<file path="config.mk">
export PLATFORM = sky130hd
export DESIGN_NAME = spi_controller
export DESIGN_NICKNAME = d
export VERILOG_FILES = /design/src/rtl/spi_controller.sv
export SDC_FILE = /design/constraint.sdc
export NUM_CORES = 1
export LEC_CHECK = 0
export CAP_MARGIN = 20
export CORE_AREA = 2 2 82 84
export CTS_CLUSTER_SIZE = 25
export DETAILED_ROUTE_END_ITERATION = 12
export DIE_AREA = 0 0 84 86
export SYNTH_ARGS = -nofsm -noshare
export SYNTH_HDL_FRONTEND = slang
export SYNTH_SLANG_ARGS = --single-unit
export TNS_END_PERCENT = 1
</file>
<file path="constraint.sdc">
create_clock -name sys_clk -period 2.54 [get_ports sys_clk]
set_input_delay 0.635 -clock sys_clk [delete_from_list [all_inputs] [get_ports sys_clk]]
set_output_delay 0.635 -clock sys_clk [all_outputs]
set_load 0.005 [all_outputs]
</file>
<file path="src/rtl/spi_controller.sv">
// SPI mode-0 byte controller. One byte per start request, MSB first.
// Bytes chain under one chip select until a byte flagged last completes.
// Every output comes straight from a flop.
//
// Handshake: start is accepted on a rising edge of sys_clk where ready=1.
// tx_byte and last are captured on that edge. valid pulses for one cycle,
// in the same cycle that rx_byte takes its new value.
module spi_controller #(
  parameter int HALF_PERIOD = 4,
  parameter int CS_GAP      = 2
) (
  input  logic       sys_clk,
  input  logic       reset,
  input  logic       start,
  input  logic [7:0] tx_byte,
  input  logic       last,
  output logic       ready,
  output logic [7:0] rx_byte,
  output logic       valid,
  output logic       spi_cs_n,
  output logic       spi_sclk,
  output logic       spi_tx,
  input  logic       spi_rx,
  output logic [2:0] dbg_state
);

  localparam int HPW = $clog2(HALF_PERIOD + 1);
  localparam int GPW = $clog2(CS_GAP + 1);

  typedef enum logic [2:0] {
    S_IDLE     = 3'd0,
    S_SHIFT_LO = 3'd1,
    S_SHIFT_HI = 3'd2,
    S_WAIT     = 3'd3,
    S_HOLD     = 3'd4,
    S_GAP      = 3'd5
  } state_t;

  state_t           state_q, state_d;
  logic [HPW-1:0]   hp_q, hp_d;
  logic [GPW-1:0]   gap_q, gap_d;
  logic [2:0]       bit_q, bit_d;
  logic [6:0]       tx_sh_q, tx_sh_d;   // bits still to be sent after the one on spi_tx
  logic [6:0]       rx_sh_q, rx_sh_d;   // bits sampled so far in this byte
  logic             last_q, last_d;
  logic             ready_q, ready_d;
  logic             valid_q, valid_d;
  logic [7:0]       rx_byte_q, rx_byte_d;
  logic             cs_n_q, cs_n_d;
  logic             sclk_q, sclk_d;
  logic             tx_q, tx_d;
  logic             rx_meta_q, rx_sync_q;

  // spi_rx is asynchronous; two flops before it is used. The data is stable
  // for a whole SCLK high phase, so the added latency is harmless.
  always_ff @(posedge sys_clk) begin
    if (reset) begin
      rx_meta_q <= 1'b0;
      rx_sync_q <= 1'b0;
    end else begin
      rx_meta_q <= spi_rx;
      rx_sync_q <= rx_meta_q;
    end
  end

  // State and registered outputs.
  always_ff @(posedge sys_clk) begin
    if (reset) begin
      state_q   <= S_IDLE;
      hp_q      <= '0;
      gap_q     <= '0;
      bit_q     <= 3'd0;
      tx_sh_q   <= 7'd0;
      rx_sh_q   <= 7'd0;
      last_q    <= 1'b0;
      ready_q   <= 1'b1;
      valid_q   <= 1'b0;
      rx_byte_q <= 8'h00;
      cs_n_q    <= 1'b1;
      sclk_q    <= 1'b0;
      tx_q      <= 1'b0;
    end else begin
      state_q   <= state_d;
      hp_q      <= hp_d;
      gap_q     <= gap_d;
      bit_q     <= bit_d;
      tx_sh_q   <= tx_sh_d;
      rx_sh_q   <= rx_sh_d;
      last_q    <= last_d;
      ready_q   <= ready_d;
      valid_q   <= valid_d;
      rx_byte_q <= rx_byte_d;
      cs_n_q    <= cs_n_d;
      sclk_q    <= sclk_d;
      tx_q      <= tx_d;
    end
  end

  // Next-state and next-output logic.
  always_comb begin
    state_d   = state_q;
    hp_d      = hp_q;
    gap_d     = gap_q;
    bit_d     = bit_q;
    tx_sh_d   = tx_sh_q;
    rx_sh_d   = rx_sh_q;
    last_d    = last_q;
    ready_d   = ready_q;
    valid_d   = 1'b0;
    rx_byte_d = rx_byte_q;
    cs_n_d    = cs_n_q;
    sclk_d    = sclk_q;
    tx_d      = tx_q;

    case (state_q)
      S_IDLE, S_WAIT: begin
        if (start) begin
          tx_sh_d = tx_byte[6:0];
          tx_d    = tx_byte[7];
          last_d  = last;
          cs_n_d  = 1'b0;
          sclk_d  = 1'b0;
          ready_d = 1'b0;
          hp_d    = '0;
          bit_d   = 3'd0;
          state_d = S_SHIFT_LO;
        end
      end
      S_SHIFT_LO: begin
        if (hp_q == HPW'(HALF_PERIOD - 1)) begin
          hp_d    = '0;
          sclk_d  = 1'b1;
          state_d = S_SHIFT_HI;
        end else begin
          hp_d = hp_q + HPW'(1);
        end
      end
      S_SHIFT_HI: begin
        if (hp_q == HPW'(HALF_PERIOD - 1)) begin
          hp_d    = '0;
          sclk_d  = 1'b0;
          bit_d   = bit_q + 3'd1;
          rx_sh_d = {rx_sh_q[5:0], rx_sync_q};
          if (bit_q == 3'd7) begin
            rx_byte_d = {rx_sh_q, rx_sync_q};
            valid_d   = 1'b1;
            if (last_q) begin
              state_d = S_HOLD;
            end else begin
              ready_d = 1'b1;
              state_d = S_WAIT;
            end
          end else begin
            tx_d    = tx_sh_q[6];
            tx_sh_d = {tx_sh_q[5:0], 1'b0};
            state_d = S_SHIFT_LO;
          end
        end else begin
          hp_d = hp_q + HPW'(1);
        end
      end
      S_HOLD: begin
        if (hp_q == HPW'(HALF_PERIOD - 1)) begin
          hp_d    = '0;
          cs_n_d  = 1'b1;
          gap_d   = '0;
          state_d = S_GAP;
        end else begin
          hp_d = hp_q + HPW'(1);
        end
      end
      S_GAP: begin
        if (gap_q == GPW'(CS_GAP - 1)) begin
          ready_d = 1'b1;
          state_d = S_IDLE;
        end else begin
          gap_d = gap_q + GPW'(1);
        end
      end
      default: begin
        state_d = S_IDLE;
        cs_n_d  = 1'b1;
        sclk_d  = 1'b0;
        ready_d = 1'b1;
      end
    endcase
  end

  assign ready     = ready_q;
  assign valid     = valid_q;
  assign rx_byte   = rx_byte_q;
  assign spi_cs_n  = cs_n_q;
  assign spi_sclk  = sclk_q;
  assign spi_tx    = tx_q;
  assign dbg_state = state_q;

endmodule

</file>
# == Word-level counts from Yosys, hierarchy flattened ==
# Index checks and enable logic that the tools add are counted.
# totals
register_bits,41
inputBits,13
word_cells,96
out_inout_bits,16
# op_classes
n_addsub,3
eq_ne,17
reduce_logical,21
mux,35
bitwise_logic,5
# ops
op,count
two-way mux 3 bit,10
two-way mux 7 bit,3
"inequality test 2 bit, second input constant",9
one-hot mux 3 bit (5 select lines),1
one-hot mux 7 bit (2 select lines),1
one-hot mux 3 bit (2 select lines),2
AND reduction 3 bit,4
two-way mux 1 bit,11
"equality test 3 x 2 -> 1 bit, second input constant",3
"equality test 3 bit, second input constant",3
OR reduction 3 bit,3
one-hot mux 1 bit (4 select lines),2
AND reduction 4 bit,2
"adder 3 x 1 -> 3 bit, second input constant",2
AND reduction 2 bit,3
AND reduction 6 bit,1
nonzero test 2 bit,3
OR reduction 2 bit,3
NOT 1 bit,5
AND reduction 5 bit,1
two-way mux 2 bit,2
one-hot mux 2 bit (2 select lines),1
"equality test 3 x 1 -> 1 bit, second input constant",1
zero test 3 bit,1
4 further kinds,4

# == Longest topological paths before layout ==
# logic_depth
depth_word,4
ltp_mapped,6
mapped_depth_nobuf,6

# == Least setup slack after synthesis ==
# OpenSTA, ideal clock, no wires.
# synth_path
path_kind,in2reg
startpoint,in start
endpoint,"reg tx_q, in the netlist spi_tx"
required_ns,2.449
setup_time_ns,0.091
n_path_buf,1
stages,4
path_slack_ns,0.835
arrival_time_ns,1.614
path_cell_list,clkbuf_1 nor3b_2 nor3_1 a311oi_1
# synth_via
elab_chain_cells,2
# synth_lines
element,line,source
start: declaration,14,"input logic start,"
inequality test 2 bit (no source line),--,
AND reduction 4 bit (no source line),--,
end signal: assignment,95,tx_q <= tx_d;
end: declaration,51,"logic tx_q, tx_d;"
# No other way between the ends.
# A chain may end at the register's enable or synchronous reset.

# == Final worst setup path ==
# layout_path
startpoint,"reg state_q[1], in the netlist dbg_state[1]"
endpoint,out dbg_state[1]
# layout_rtl
element,line,source
start: declaration,39,"state_t state_q, state_d;"
start signal: assignment,83,state_q <= state_d;
end: declaration,24,output logic [2:0] dbg_state
# No word-level cell between the ends.

==> summary.txt <==
Floorplanning
  • Core ar.: 6280 um^2
  • Die area: 7220 um^2
  • I/O Pins: 29
  • Die Wd: approximately 84 um
  • Die Y: around 86 um
  • # rows: 29
  • Initial cell density of the core: 30.6%

STA
  • Final Hold Fails: 0
  • Fmax: a little under 0.5 GHz
  • Final setup margin: 0.526 ns
  • RSZ-0062 raised after global routing: false
  • Max-slew violations: 0
  • Final min period: roughly 2 ns
  • TNS Setup: 0 ns
  • Final setup fails: 0
  • Fin crit share: 79.3%
  • Worst-margin pin slew: 0.526 ns
  • Worst Skew: 0.00687 ns
  • Slew headroom: 64.8%

Drt
  • Via-per-instance ratio: ~5.1
  • Vias: around 1700
  • Final wirelength: 4.40 mm
  • Wirelength per Cell: 13.1 um
  • First-iteration detailed-routing DRC count: 85
  • Antenna Nets Post-Route: 0
  • Initial DRT Pass Iterations: 5
  • DRC viols: 0

Synthesis
  • Library cells used by synthesis: 46
  • Synth Net Count: 248
  • Largest family of logic cells by synthesized area: simple AND/OR/NAND/NOR gates
  • EDFF count, synth: 0
  • Synth Area in Adders: 3.26%
  • Most instantiated library cell after synthesis: nand2_1
  • Seq cells post-synth: 41
  • Post-synthesis mux area share: 2.28%
  • FFs w/ async S/R, synth: 0%
  • Post-Synth XOR/XNOR Area: 1.30%
  • Syn Inst Count: 230
  • Post-synthesis cell area: between 1500 and 2000 um^2
  • Mapped Avg Cell Area: 8.34 um^2
  • Commonest cells in the netlist: 52 x nand2_1, 41 x dfxtp_1, 24 x a21oi_1
  • Area leader, netlist: dfxtp_1
  • Largest cells by area after synthesis: dfxtp_1 43%, nand2_1 10%, a21oi_1 6.3%
  • YS warnings: 0
  • Register area share after synthesis: 42.8%
  • Main synth FF type: dfxtp_1
  • Post-Synth Simple-Gate Area: 25.4%
  • Synth top area share: 42.8%
  • Compound-Gate Fraction of Synth Area: slightly below 20%

Final layout
  • Post-Layout Inst Area: 2390 um^2
  • Area Overhead vs Synth: 24.3%
  • Share of cells above drive strength 1: 10.1%
  • Nets: 275
  • Fin util: a little under two fifths
  • Ant diodes: 0

Clock network
  • CTS Root Cell: clkbuf_8
  • CTS Sinks: slightly above 40
  • H-tree levels: 2
  • Hold_buf cts: 0
  • Post-cts sizing count: 0
  • Clock Path Buffers: 2
  • CTS clk-pin slew, worst paths: 0.09 ns
  • CTS buffer count: 5
  • Post-CTS Setup Repair Bufs: 0
  • CTS tree: built
  • Worst-Skew Late Latency: 0.30 ns

Global routing
  • Initial antenna violation count: 0
  • Global Route Usage Sum: a little over an eighth
  • Global-route wire length before repair: 7.61 mm
  • Pin count of the biggest net entering global routing: 26
  • Vias in the first global route: roughly 1600
  • Remaining Overflow, GRT: 0

Power
  • Sw Share: 28.5%
  • Seq pwr share: a little under half
  • PwrDens: 671 nW/um^2
  • Leakage Power: 0.841 nW
  • Clock network fraction of design power: 33.8%
  • Gate power share: 20.9%
  • Peak supply drop: roughly 0.23 mV
  • Overall Power: about 0.0016 W
  • Net Sw Power: 0.000456 W
  • Power Internal: approximately 0.0011 W

Placed design
  • # port buffers: 28
  • Placed Area: about 2300 um^2
  • Pre-CTS setup slack: between 0.3 and 0.4 ns
  • HPWL Detailed: ~3 mm
  • GP Congestion: about 0.85

Hold path
  • Hold path start: rx_meta_q
  • Worst hold path stage count: 1
  • Hold/Removal Path Class: flip-flop to flip-flop

Worst setup path
  • CP peak stage delay: 0.57 ns
  • CP Capture Point: dbg_state[1]
  • RR Endpoint: tx_sh_q[4]
  • Crit path depth: 1
  • Crit path max-delay family: buffers and inverters
  • CP Cell Sequence: clkdlybuf4s50_1
  • Startpoint type of the worst setup path: flip-flop
  • R2r worst-path depth: 4
  • Crit path max-delay cell type: clkdlybuf4s50_1
  • Critical path startpoint: dbg_state[1]
  • CP Capture Type: primary output
  • R2R setup slack: 0.64 ns
  • Crit-path max FO: 9
  • Reg-to-Reg Start: dbg_state[1]
  • Worst Path Buf+Inv: 1
  • WP data required: 1.90 ns
  • Crit Path Class: flip-flop to primary output
  • CP Data Arrival Time: 1.38 ns

Run
  • Max Cap Violations: 0

Run status
  • Outcome: finished clean
cell type report:
class,instances,area (um^2)
clock inverter,3,46.3
inverter,7,26.3
sequential,41,821
multi-input combinational,167,995
tap,77,96.3
clock buffer,5,68.8
timing repair buffer,35,333
fill,663,3890
worst min path at each step:
stage	to	slack, ns
final	rx_sync_q	0.45
after global routing	rx_sync_q	0.48
after CTS	rx_sync_q	0.45
after detailed placement	rx_sync_q	0.43
after global placement	rx_sync_q	0.42
after floorplan	rx_sync_q	0.41
registers in the layout, summed over array words and instances, names as in the netlist, 2 cells and up:
signal / count
tx_sh_q: 7
dbg_state: 3
bit_q: 3
rx_sh_q: 7
rx_byte: 8
hp_q: 3
gap_q: 2
through the flow:
stage | cells | hold slack, ns
floorplan | 230 | 0.414
global placement | 327 | 0.419
detailed placement | 327 | 0.433
CTS | 335 | 0.453
global route | 335 | 0.480
finish | 335 | 0.446
cell families after synthesis:
kind of cell,after synthesis
xor+xnor,2
compound gates,56
flops,41
buf+inv,22
simple gates,100
mux,4
fa+ha+maj,5
power groups by stage:
stage          sequential (W)  clock, W  combinational, W
2_1_floorplan        0.000725         0          0.000245
3_3_place_gp         0.000741         0          0.000330
3_5_place_dp         0.000742         0          0.000334
4_1_cts              0.000727  0.000557          0.000335
5_1_grt              0.000735  0.000583          0.000370
6_report             0.000726  0.000542          0.000334
routing by layer:
metal	vias to the layer above	routed length, um	GRT usage, %
met5	-	0	0
met4	0	91	6.01
met3	8	170	2.89
met2	36	2050	20.6
met1	802	2090	17.0
li1	864	-	-
layout by cell type (no fill, tap or decap), types with 2 or more instances in the layout:
| cell type | count |
|---|---|
| nand3_1 | 5 |
| nand2_1 | 52 |
| clkbuf_8 | 5 |
| nor3b_1 | 2 |
| nor2b_1 | 7 |
| a21oi_1 | 24 |
| inv_1 | 7 |
| o31ai_1 | 2 |
| nor2_1 | 8 |
| dfxtp_1 | 41 |
| nand3b_1 | 2 |
| o21ai_0 | 5 |
| nor3_1 | 11 |
| a311oi_1 | 9 |
| a31oi_1 | 2 |
| ha_1 | 5 |
| clkdlybuf4s50_1 | 28 |
| nor3b_2 | 2 |
| buf_4 | 7 |
| mux2_2 | 3 |
| nand2b_1 | 4 |
No activity file was read; power rests on OpenSTA's default activity.
